===== src/rtl/uart_rx.sv =====
// UART receiver with 16x oversampling, 2-flop input synchronizer,
// mid-bit sampling and registered one-cycle completion pulses.
// Optional even-parity check is enabled by defining UART_RX_PARITY_EN,
// which adds a PARITY state and the o_parity_err output.
module uart_rx #(
    parameter int NB_DATA      = 8,
    parameter int N_SBIT_TICKS = 16,
    parameter int N_OVERSAMPLE = 16
) (
    input  logic               i_clock,
    input  logic               i_reset,
    input  logic               i_tick,
    input  logic               i_rx,
    output logic [NB_DATA-1:0] o_data,
    output logic               o_rx_done,
`ifdef UART_RX_PARITY_EN
    output logic               o_parity_err,
`endif
    output logic               o_frame_err
);

    localparam int CNT_MAX = (N_SBIT_TICKS > N_OVERSAMPLE) ? N_SBIT_TICKS : N_OVERSAMPLE;
    localparam int CNT_W   = (CNT_MAX > 1) ? $clog2(CNT_MAX) : 1;
    localparam int BIT_W   = (NB_DATA > 1) ? $clog2(NB_DATA) : 1;

    localparam logic [CNT_W-1:0] MID_TICK  = CNT_W'(N_OVERSAMPLE / 2 - 1);
    localparam logic [CNT_W-1:0] BIT_LAST  = CNT_W'(N_OVERSAMPLE - 1);
    localparam logic [CNT_W-1:0] STOP_LAST = CNT_W'(N_SBIT_TICKS - 1);
    localparam logic [BIT_W-1:0] LAST_BIT  = BIT_W'(NB_DATA - 1);

    localparam logic [2:0] IDLE   = 3'd0;
    localparam logic [2:0] START  = 3'd1;
    localparam logic [2:0] DATA   = 3'd2;
`ifdef UART_RX_PARITY_EN
    localparam logic [2:0] PARITY = 3'd3;
`endif
    localparam logic [2:0] STOP   = 3'd4;

    logic               rx_meta_q, rx_s_q;
    logic [2:0]         state_q, state_d;
    logic [CNT_W-1:0]   tick_cnt_q, tick_cnt_d;
    logic [BIT_W-1:0]   bit_cnt_q, bit_cnt_d;
    logic [NB_DATA-1:0] shift_q, shift_d;
    logic [NB_DATA-1:0] data_q;
    logic               done_q, done_d;
    logic               ferr_q, ferr_d;
`ifdef UART_RX_PARITY_EN
    logic               par_q, par_d;
    logic               perr_q, perr_d;
`endif

    // Two-flop synchronizer; resets to the idle (high) line level
    always_ff @(posedge i_clock) begin
        if (i_reset) begin
            rx_meta_q <= 1'b1;
            rx_s_q    <= 1'b1;
        end else begin
            rx_meta_q <= i_rx;
            rx_s_q    <= rx_meta_q;
        end
    end

    // Next-state logic: frame FSM, tick/bit counters, shift register
    always_comb begin
        state_d    = state_q;
        tick_cnt_d = tick_cnt_q;
        bit_cnt_d  = bit_cnt_q;
        shift_d    = shift_q;
        done_d     = 1'b0;
        ferr_d     = 1'b0;
`ifdef UART_RX_PARITY_EN
        par_d      = par_q;
        perr_d     = 1'b0;
`endif
        case (state_q)
            IDLE: begin
                // Start detection does not wait for a tick so a frame
                // following a stop bit loses no time.
                if (!rx_s_q) begin
                    state_d    = START;
                    tick_cnt_d = '0;
                end
            end
            START: begin
                if (i_tick) begin
                    if (tick_cnt_q == MID_TICK) begin
                        tick_cnt_d = '0;
                        bit_cnt_d  = '0;
                        // Line back high at mid start bit: treat as a glitch
                        state_d    = rx_s_q ? IDLE : DATA;
                    end else begin
                        tick_cnt_d = tick_cnt_q + CNT_W'(1);
                    end
                end
            end
            DATA: begin
                if (i_tick) begin
                    if (tick_cnt_q == BIT_LAST) begin
                        tick_cnt_d = '0;
                        shift_d    = {rx_s_q, shift_q[NB_DATA-1:1]};
                        if (bit_cnt_q == LAST_BIT) begin
`ifdef UART_RX_PARITY_EN
                            state_d = PARITY;
`else
                            state_d = STOP;
`endif
                        end else begin
                            bit_cnt_d = bit_cnt_q + BIT_W'(1);
                        end
                    end else begin
                        tick_cnt_d = tick_cnt_q + CNT_W'(1);
                    end
                end
            end
`ifdef UART_RX_PARITY_EN
            PARITY: begin
                if (i_tick) begin
                    if (tick_cnt_q == BIT_LAST) begin
                        tick_cnt_d = '0;
                        par_d      = rx_s_q;
                        state_d    = STOP;
                    end else begin
                        tick_cnt_d = tick_cnt_q + CNT_W'(1);
                    end
                end
            end
`endif
            STOP: begin
                if (i_tick) begin
                    if (tick_cnt_q == STOP_LAST) begin
                        tick_cnt_d = '0;
                        state_d    = IDLE;
                        done_d     = 1'b1;
                        ferr_d     = ~rx_s_q;
`ifdef UART_RX_PARITY_EN
                        // Even parity: data bits plus parity bit must XOR to 0
                        perr_d     = ^{shift_q, par_q};
`endif
                    end else begin
                        tick_cnt_d = tick_cnt_q + CNT_W'(1);
                    end
                end
            end
            default: begin
                state_d    = IDLE;
                tick_cnt_d = '0;
            end
        endcase
    end

    // State, counter and output registers; outputs load one clock after the stop sample
    always_ff @(posedge i_clock) begin
        if (i_reset) begin
            state_q    <= IDLE;
            tick_cnt_q <= '0;
            bit_cnt_q  <= '0;
            shift_q    <= '0;
            data_q     <= '0;
            done_q     <= 1'b0;
            ferr_q     <= 1'b0;
`ifdef UART_RX_PARITY_EN
            par_q      <= 1'b0;
            perr_q     <= 1'b0;
`endif
        end else begin
            state_q    <= state_d;
            tick_cnt_q <= tick_cnt_d;
            bit_cnt_q  <= bit_cnt_d;
            shift_q    <= shift_d;
            done_q     <= done_d;
            ferr_q     <= ferr_d;
            if (done_d) begin
                data_q <= shift_q;
            end
`ifdef UART_RX_PARITY_EN
            par_q      <= par_d;
            perr_q     <= perr_d;
`endif
        end
    end

    assign o_data      = data_q;
    assign o_rx_done   = done_q;
    assign o_frame_err = ferr_q;
`ifdef UART_RX_PARITY_EN
    assign o_parity_err = perr_q;
`endif

endmodule


===== config.mk =====
export PLATFORM = sky130hd
export DESIGN_NAME = uart_rx
export DESIGN_NICKNAME = d
export VERILOG_FILES = /design/src/rtl/uart_rx.sv
export SDC_FILE = /design/constraint.sdc
export NUM_CORES = 1
export LEC_CHECK = 0
export CAP_MARGIN = 20
export CORE_MARGIN = 5
export CORE_UTILIZATION = 45
export CTS_BUF_LIST = sky130_fd_sc_hd__clkbuf_16
export CTS_CLUSTER_DIAMETER = 30
export DETAILED_ROUTE_END_ITERATION = 16
export MAX_ROUTING_LAYER = met4
export PLACE_DENSITY = 0.66
export SLEW_MARGIN = 20
export SYNTH_ARGS = -nofsm -noshare
export SYNTH_HDL_FRONTEND = slang
export SYNTH_SLANG_ARGS = --single-unit
export TNS_END_PERCENT = 30

===== constraint.sdc =====
create_clock -name i_clock -period 4.9 [get_ports i_clock]
set_input_delay 0.98 -clock i_clock [delete_from_list [all_inputs] [get_ports i_clock]]
set_output_delay 0.98 -clock i_clock [all_outputs]
set_load 0.01 [all_outputs]

## After elaboration in Yosys (flattened, before gate mapping)

Index checks and enable logic that the tools add are counted.

- Register bits after elaboration: 30
- Input port bits: 4
- Output and inout port bits: 10
- Logic and storage cells: 64

- Add/sub/neg operators: 2
- Equality and inequality tests: 16
- Muxes and demuxes: 25
- Bitwise logic cells: 4
- Reductions and logical operators: 8

Operators with widths:

| cell | number |
|---|---|
| 3-bit two-way mux | 13 |
| 4-bit two-way mux | 5 |
| 2-bit inequality test, second input constant | 9 |
| 3-bit one-hot mux with 4 select lines | 1 |
| 4-bit one-hot mux with 3 select lines | 1 |
| 8-bit AND reduction | 1 |
| 3-bit == test, second input constant | 2 |
| 3-bit one-hot mux with 2 select lines | 1 |
| 3-bit AND reduction | 2 |
| 6-bit AND reduction | 1 |
| 4-bit by 1-bit adder with 4-bit output, second input constant | 1 |
| 4-bit by 3-bit == test with 1-bit output, second input constant | 1 |
| 4-bit == test, second input constant | 1 |
| 1-bit NOT | 4 |
| 4-bit OR reduction | 1 |
| 3-bit by 1-bit adder with 3-bit output, second input constant | 1 |
| 3-bit by 1-bit == test with 1-bit output, second input constant | 1 |
| 3-bit by 2-bit == test with 1-bit output, second input constant | 1 |
| 3-bit logical NOT | 1 |
| 1-bit two-way mux | 3 |
| 2-bit two-way mux | 1 |
| 2-bit by 1-bit inequality test with 1-bit output, second input constant | 1 |
| 2-bit nonzero test | 1 |
| 2-bit OR reduction | 1 |

## Longest topological paths before layout

- Depth in word-level cells: 5
- Depth in mapped cells: 6
- Gate-level depth less buffers: 6

## Least setup slack after synthesis

No wires, ideal clock.

- Path kind: input to register
- Start: input port i_tick
- End: register bit_cnt_q[0]
- Setup time: 67 ps
- Data arrival time: 1816 ps
- Data required time: 4833 ps
- Setup slack: 3016 ps
- Stages: 4
- Path through: nand3_1 > a211o_1 > or3_1 > a21oi_2

- Longest elaborated chain between the ends: 2

RTL lines:

| element | line | RTL |
|---|---|---|
| start, declared | 12 | `input logic i_tick,` |
| 2-bit inequality test (no source line) | n/a |  |
| 6-bit AND reduction (no source line) (*) | n/a |  |
| end signal, assigned | 168 | `bit_cnt_q <= bit_cnt_d;` |
| end, declared | 42 | `logic [BIT_W-1:0] bit_cnt_q, bit_cnt_d;` |

Mark *: on every way between the ends. The rest lies on a longest branch, timed or not.
A chain may end at the register's enable or synchronous reset.

## Worst setup path after layout

- Start: input port i_tick
- End: register data_q[3], in the netlist o_data[3]

- Longest elaborated chain between the ends: 2

RTL lines:

| element | line | RTL |
|---|---|---|
| 1-bit two-way mux | 129 | `if (i_tick) begin` |
| 1-bit two-way mux | 75 | `case (state_q)` |
| end signal, assigned | 173 | `data_q <= shift_q;` |
| end, declared | 44 | `logic [NB_DATA-1:0] data_q;` |

Every way passes these cells.

==> impl_metrics.tcl <==
set metrics [dict create \
    hold_violations 0 \
    drive_gt1_share_pct 10.1 \
    seq_area_frac_synth_pct 43.8 \
    postCtsResizedCells 0 \
    ios 14 \
    worstHoldPathType "register to register" \
    vias_per_cell 5.38 \
    period_minus_slack_ns 2.58 \
    port_buffers 13 \
    fin_cells 192 \
    syn_area_um2 1370 \
    multi_input_area_um2 712 \
    setup_tns_ns 0 \
    syn_nets 155 \
    hold_depth 1 \
    grt_overflow_total 0 \
    worstMarginPinSlew_ns 0.906 \
    reg2reg_depth 4 \
    antenna_found_initial 0 \
    fmax_mhz 388 \
    drv_slew 0 \
    vias 1032 \
    numClockSinks 30 \
    async_reset_ff_share_pct 0 \
    clk_pin_slew_ns 0.05 \
    fillers 247 \
    cts_buffers 5 \
    fin_nets 165 \
    drtIter0Drc 69 \
    sw_frac_of_total_pct 19.4 \
    grt_pass1_wl_mm 4.61 \
    die_w_um 65.2 \
    post-cts-setup-buffers 0 \
    tritoncts "yes" \
    antenna_left 0 \
    synthDistinctLibCells 43 \
    crit_arrival_ns 2.70 \
    leakagePower_nw 0.654 \
    clk_path_buf_depth 2 \
    rows 20 \
    holdWs_ns 0.408 \
    dp_hpwl_mm 1.73 \
    dieArea_um2 4250 \
    coreArea_um2 2980 \
    crit_type "input port to register" \
    grt_max_degree 28 \
    fin_crit_sh_pct 52.6 \
    h-tree-depth 2 \
    layout_common_cells "dfxtp_1 (30), nor2_1 (21), mux2i_1 (17), clkdlybuf4s50_1 (13), nand2_1 (9)" \
    clock-root-buffer "clkbuf_16" \
    die_y_um 65.2 \
    slew_headroom_pct 39.4 \
    antennaDiodeCount 0 \
    place_inst 184 \
    pre_cts_slack_ns 2.04 \
    grt_pass1_vias 1050 \
    synth_edf_count 0 \
    first_pass_iters 4 \
    p_clk_share_pct 57.0 \
    power_frac_comb_pct 2.1 \
    fin_skew_ns 0.00287 \
    grt_util_all_layers_pct 14.2 \
    syn2layout_area_growth_pct 21.2 \
    drv_cap 0 \
    final_area_um2 1660 \
    layout_commonest_cell "dfxtp_1" \
    gp_congestion 0.810 \
    initial_core_util_pct 46.1 \
    wirelength_mm 2.57 \
    drc_errors 0 \
    internal-power_w 0.000490 \
    fin_ws_ns 2.32 \
    rsz0062_at_grt "false" \
    wl_per_cell_um 13.4 \
    place_area_um2 1490 \
    synth-seq-cells 30 \
    crit_path_start_kind "input port" \
    clk_latency_ns 0.27 \
    yosysWarnings 0 \
    setup_viol_count_final 0 \
    cts_hold_buf 0 \
    synth.avg_cell_area_um2 9.27 \
    seq_power_share_pct 40.9 \
    cp.required_ns 5.02 \
    cp-end-kind "register" \
    dominantRegCellSynth "dfxtp_1" \
    postSynthCellCount 148 \
    status "finished, final reports clean" \
    area.sequential_um2 601 \
    worstPathMaxFanout 10 \
    netSwitchingPower_w 0.000118 \
    vdd_drop_max_mv 0.285 \
    power_density_nw_per_um2 366 \
]
[critical path, cell delays in order]
cell and delay, ns:
clkdlybuf4s50_1 0.61, and4_2 0.30, nand3_1 0.44, mux2i_1 0.31
nor2_1 0.06
[metal layers]
layer	vias to the layer above	share of wire (%)	track usage (%)
met2	11	48	23.5
met1	478	47	15.7
met4	0	2.1	6.22
li1	537	-	-
met5	-	0	-
met3	6	2.5	4.62
[cell usage after synthesis, types with 3 or more instances]
| library cell | count | share of area [%] |
|---|---|---|
| ha_1 | 3 | 2.7 |
| nand3_1 | 5 | 1.8 |
| or2_2 | 3 | 1.4 |
| clkbuf_1 | 6 | 1.6 |
| nand2_1 | 9 | 2.5 |
| o211ai_1 | 3 | 1.6 |
| nor2_1 | 21 | 5.7 |
| a21oi_1 | 6 | 2.2 |
| mux2i_1 | 17 | 12 |
| dfxtp_1 | 30 | 44 |
| o21ai_0 | 5 | 1.8 |
[power by group through the flow]
stage | Sequential, W | Combinational, W | Clock (W)
6_report | 0.000249 | 0.0000128 | 0.000346
5_1_grt | 0.000249 | 0.0000143 | 0.000369
4_1_cts | 0.000249 | 0.0000130 | 0.000350
3_5_place_dp | 0.000254 | 0.0000128 | 0
3_3_place_gp | 0.000254 | 0.0000125 | 0
2_1_floorplan | 0.000252 | 0.0000106 | 0
[registers in the layout, summed over array words and instances, names as in the netlist]
name         cells
bit_cnt_q        3
o_data           8
o_frame_err      1
o_rx_done        1
rx_meta_q        1
rx_s_q           1
shift_q          8
state_q          3
tick_cnt_q       4
[path summary, 6_finish.rpt]
path,from,endpoint,slack (ns)
setup reg to reg,state_q[0],bit_cnt_q[0],2.91
hold / removal,rx_meta_q,rx_s_q,0.41
setup / recovery,i_tick,o_data[3],2.32
hold reg to reg,rx_meta_q,rx_s_q,0.41
[through the flow]
stage,power (W),util [%]
CTS,0.000611,55.8
detailed placement,0.000267,50.1
global placement,0.000266,50.1
floorplan,0.000262,-
finish,0.000608,55.8
global route,0.000632,55.8
[final cells by class]
| class | instances | share of cell area (%) |
|---|---|---|
| multi-input cells | 106 | 42.8 |
| flip-flops and latches | 30 | 36.1 |
| well taps | 33 | 2.48 |
| clock inverters | 3 | 2.71 |
| repair buffers | 13 | 7.83 |
| inverters | 2 | 0.452 |
| clock buffers | 5 | 7.53 |
[logic make-up after synthesis]
logic type / count (synthesis) / synth area share, %
fa+ha+maj: 3 / 2.74
mux: 17 / 12.4
flops: 30 / 43.8
compound gates: 28 / 14.1
buf+inv: 12 / 4.29
xor+xnor: 2 / 1.28
simple gates: 56 / 21.4
Note: power is estimated with default switching activity, not from simulation.
